===== src/rtl/gfx_rop_wbuf.sv =====
// Posted-write buffer between the ROP master port and the VRAM arbiter.
// In-order circular queue with tail-entry write merging and no fall-through.
module gfx_rop_wbuf #(
  parameter int DEPTH  = 8,
  parameter int ADDR_W = 25,
  parameter int DATA_W = 16
) (
  input  logic                         clk,
  input  logic                         rst,
  input  logic                         rop_write,
  input  logic [ADDR_W-1:0]            rop_address,
  input  logic [DATA_W-1:0]            rop_writedata,
  output logic                         rop_waitrequest,
  output logic                         vram_write,
  output logic [ADDR_W-1:0]            vram_address,
  output logic [DATA_W-1:0]            vram_writedata,
  input  logic                         vram_waitrequest,
  output logic                         wbuf_idle,
  output logic [$clog2(DEPTH+1)-1:0]   wbuf_level
);
  localparam int PW = $clog2(DEPTH);
  localparam int CW = $clog2(DEPTH+1);

  logic [ADDR_W-1:0] addr_q [DEPTH];
  logic [DATA_W-1:0] data_q [DEPTH];
  logic [PW-1:0]     head, tail, last;
  logic [CW-1:0]     count;
  logic              accept, issue, merge, push, pop;

  assign rop_waitrequest = (count == CW'(DEPTH));
  assign vram_write      = (count != '0);
  assign wbuf_idle       = (count == '0);
  assign wbuf_level      = count;
  assign vram_address    = addr_q[head];
  assign vram_writedata  = data_q[head];

  assign accept = rop_write && !rop_waitrequest;
  assign issue  = vram_write && !vram_waitrequest;
  assign last   = tail - 1'b1;
  // Only entries behind the head may merge: the head may already be on the bus.
  assign merge  = accept && (count >= CW'(2)) && (rop_address == addr_q[last]);
  assign push   = accept && !merge;
  assign pop    = issue;

  always_ff @(posedge clk) begin
    if (rst) begin
      head  <= '0;
      tail  <= '0;
      count <= '0;
    end else begin
      if (push) tail <= tail + 1'b1;
      if (pop)  head <= head + 1'b1;
      count <= count + CW'(push) - CW'(pop);
    end
  end

  // Entry contents need no reset; count gates their visibility.
  always_ff @(posedge clk) begin
    if (push) begin
      addr_q[tail] <= rop_address;
      data_q[tail] <= rop_writedata;
    end else if (merge) begin
      data_q[last] <= rop_writedata;
    end
  end
endmodule

===== config.mk =====
export PLATFORM = sky130hd
export DESIGN_NAME = gfx_rop_wbuf
export DESIGN_NICKNAME = d
export VERILOG_FILES = /design/src/rtl/gfx_rop_wbuf.sv
export SDC_FILE = /design/constraint.sdc
export NUM_CORES = 1
export LEC_CHECK = 0
export ABC_AREA = 1
export CAP_MARGIN = 10
export CORE_MARGIN = 1.5
export CORE_UTILIZATION = 50
export CTS_CLUSTER_SIZE = 16
export DETAILED_ROUTE_END_ITERATION = 6
export DONT_BUFFER_PORTS = 1
export REMOVE_ABC_BUFFERS = 1
export SLEW_MARGIN = 25
export SYNTH_ARGS = -nofsm -noshare
export SYNTH_HDL_FRONTEND = slang
export SYNTH_SLANG_ARGS = --single-unit

===== constraint.sdc =====
create_clock -name clk -period 4.3 [get_ports clk]
set_input_delay 0.43 -clock clk [delete_from_list [all_inputs] [get_ports clk]]
set_output_delay 0.43 -clock clk [all_outputs]
set_load 0.1 [all_outputs]

==> flow_metrics.env <==
export IMPL_syn_mean_instance_area_um2=9.42
export IMPL_post_cts_buffers=0
export IMPL_cp_max_fo=26
export IMPL_io_buffers=0
export IMPL_tns_ns=0
export IMPL_routedWlPerCell_um=19.2
export IMPL_crit_start="tail[1]$_SDFFE_PP0P_"
export IMPL_placed_area_um2=17800
export IMPL_synth_most_common_cell="nand2_1"
export IMPL_grt_max_degree=174
export IMPL_reg2reg_setup_slack_ns=0.70
export IMPL_ir_worst_vdd_v=0.000539
export IMPL_synth_cell_area_um2=16700
export IMPL_placementRows=66
export IMPL_synth_top_cell_area_share_pct=59.1
export IMPL_slew_violations=0
export IMPL_leakage_nw=7.63
export IMPL_nets=1896
export IMPL_fp_dieH_um=186
export IMPL_power_density_nw_per_um2=660
export IMPL_timing_rr_start="tail[1]$_SDFFE_PP0P_"
export IMPL_core_area_um2=32700
export IMPL_period_minus_slack_ns=3.60
export IMPL_max_slew_margin_rel_pct=39.2
export IMPL_pwr_share_comb_pct=45.5
export IMPL_clkSinkCount=341
export IMPL_cts_buffers=38
export IMPL_p_sw_share_pct=45.2
export IMPL_area_delta_synth_final_pct=16.1
export IMPL_cp_start_kind="flop"
export IMPL_cts_repair_resized=0
export IMPL_pin_count=93
export IMPL_clkTransAtPathRegs_ns=0.06
export IMPL_hp_class="in -> reg"
export IMPL_critPathRequiredTime_ns=4.72
export IMPL_cts_buffer_depth=3
export IMPL_wl_um=44300
export IMPL_antenna_found_initial=0
export IMPL_first_iter_violations=948
export IMPL_drcViolationCount=0
export IMPL_cp_end_kind="flop"
export IMPL_r2r_end="wbuf_level[1]$_SDFF_PP0_"
export IMPL_worstRegToRegCells=20
export IMPL_synth_largest_area_cell="edfxtp_1"
export IMPL_final_area_um2=19300
export IMPL_ys_seq_area_share_pct=60.7
export IMPL_path_class="reg -> reg"
export IMPL_synth_top_cells_by_count="384 x nand2_1, 328 x edfxtp_1, 208 x inv_1, 208 x nor2_1, 154 x o21ai_0"
export IMPL_num_vias=12800
export IMPL_ant_nets=0
export IMPL_fp_dieW_um=186
export IMPL_vias_per_cell=5.53
export IMPL_synth_warnings=0
export IMPL_total_power_mw=12.8
export IMPL_cts_tree="yes"
export IMPL_pwr_share_clk_pct=23.8
export IMPL_timing_final_crit_share_pct=83.7
export IMPL_gp_congestion=0.849
export IMPL_synthCells=1770
export IMPL_rsz0062_at_grt="no"
export IMPL_tightest_slew_ns=0.911
export IMPL_clk_latency_ns=0.54
export IMPL_endpoint="wbuf_level[1]$_SDFF_PP0_"
export IMPL_grt_pass1_vias=12400
export IMPL_antenna_cells=0
export IMPL_hold_path_cell_count=3
export IMPL_synth_edf_count=328
export IMPL_synth_area_top_cells="edfxtp_1 59%, nand2_1 8.6%, inv_1 4.7%, nor2_1 4.7%, o21ai_0 4.6%"
export IMPL_h_tree_depth=2
export IMPL_layout_drive_gt1_share_pct=12.3
export IMPL_pwr_share_seq_pct=30.7
export IMPL_switchingPower_mw=5.77
export IMPL_synth_ff_type="edfxtp_1"
export IMPL_finalClockSkew_ns=0.0250
export IMPL_cts_hold_buf=42
export IMPL_die_area_um2=34400
export IMPL_max_cap_violations=0
export IMPL_setup_viol=0
export IMPL_synthDistinctLibCells=38
export IMPL_hold_viol=0
export IMPL_cts_root_buffer="clkbuf_16"
export IMPL_power_internal_mw=7.00
export IMPL_grt_pass1_wl_um=69000
export IMPL_ys_ff_latch=341
export IMPL_grt_total_usage_pct=26.5
export IMPL_place_hpwl_um=25600
export IMPL_gr_total_overflow=0
export IMPL_critPathArrivalTime_ns=4.02
export IMPL_initial_core_util_pct=51.0
export IMPL_status="completed"
export IMPL_fmax_mhz=278
export IMPL_async_reset_ff_share_pct=0
export IMPL_firstDrtPassIters=6
## critical path, stage by stage (launching register included)
cell and delay, ns:
dfxtp_1 0.42, inv_1 0.12, ha_2 0.21, inv_1 0.05, nand2_1 0.08, nand2_4 0.09
buf_4 0.37, nand3_1 0.18, nand3_1 0.15, nand2_1 0.10, nor2_1 0.16, nand3_1 0.13
nor2_4 0.16, nand3_4 0.15, nand2_4 0.12, ha_1 0.22, inv_1 0.05, ha_1 0.18
fa_1 0.43, inv_1 0.06, nor2_1 0.03
## power by group through the flow
stage | clock, mW | combinational, mW | sequential, mW
after detailed placement | 0 | 5.72 | 3.99
after CTS | 3.10 | 5.81 | 3.92
final | 3.04 | 5.80 | 3.92
after global placement | 0 | 5.68 | 3.99
after floorplan | 0 | 3.92 | 4.25
after global routing | 3.23 | 6.22 | 3.94
## metal layers
| metal | track usage (%) | share of wire [%] | up-vias |
|---|---|---|---|
| met5 | 0 | 0 | - |
| met4 | 8.32 | 2.1 | 0 |
| met3 | 4.13 | 6.4 | 70 |
| met2 | 45.8 | 50 | 473 |
| met1 | 34.3 | 42 | 6088 |
| li1 | - | - | 6151 |
## final cells by class
cell class,count,area (um2)
Fill cell,2819,13400
Sequential cell,341,10100
Multi-Input combinational cell,1115,5550
Timing Repair Buffer,131,1150
Clock buffer,46,981
Inverter,214,815
Tap cell,442,553
Clock inverter,21,176
## through the flow
step	setup WS [ns]	cells	hold WS (ns)	utilization [%]
final	0.701	2310	0.108	59.2
after global routing	0.395	2310	0.114	59.2
after CTS	0.729	2310	0.0900	59.2
after detailed placement	0.760	2201	0.432	54.3
after global placement	0.796	2201	0.432	54.3
after floorplan	-4.03	1670	0.412	-
## cells by family after synthesis
| group | Yosys count | share of synthesized area (%) |
|---|---|---|
| buffers and inverters | 314 | 7.88 |
| AOI/OAI and AO/OA | 320 | 10.6 |
| adders and majority gates | 10 | 0.796 |
| DFF | 341 | 60.7 |
| and+or+nand+nor | 783 | 20.0 |
| xor gates and xnor gates | 2 | 0.105 |
## registers in the layout, summed over array words and instances, names as in the netlist, named ones only
signal      cells
addr_q        200
data_q        128
head            3
tail            3
wbuf_level      4
## cell usage in the layout, fill, tap and decap left out, drive strengths merged
cell type    Yosys  final
a21o             1      1
a21oi           80     80
a221oi          21     21
a31oi           41     41
and2             1      1
buf             42     89
bufinv           0      2
clkbuf          58     46
clkinv           1     19
dfxtp           13     13
dlygate4sd3      0     42
edfxtp         328    328
fa               1      1
ha               9      9
inv            213    214
nand2          388    388
nand3          166    166
nand3b          12     12
nor2           215    215
o211ai           2      2
o21ai          156    156
o21bai           1      1
o22ai           18     18
or2              1      1
xnor2            1      1
xor2             1      1
## how the worst min path moves through the flow
stage | from | to | slack, ns
after global placement | head[2]$_SDFFE_PP0P_ | head[2]$_SDFFE_PP0P_ | 0.43
final | rst | wbuf_level[3]$_SDFF_PP0_ | 0.11
after CTS | rst | wbuf_level[3]$_SDFF_PP0_ | 0.09
after floorplan | head[2]$_SDFFE_PP0P_ | flop | 0.41
after detailed placement | head[2]$_SDFFE_PP0P_ | head[2]$_SDFFE_PP0P_ | 0.43
after global routing | rst | wbuf_level[3]$_SDFF_PP0_ | 0.11
Note: power is estimated with default switching activity, not from simulation.
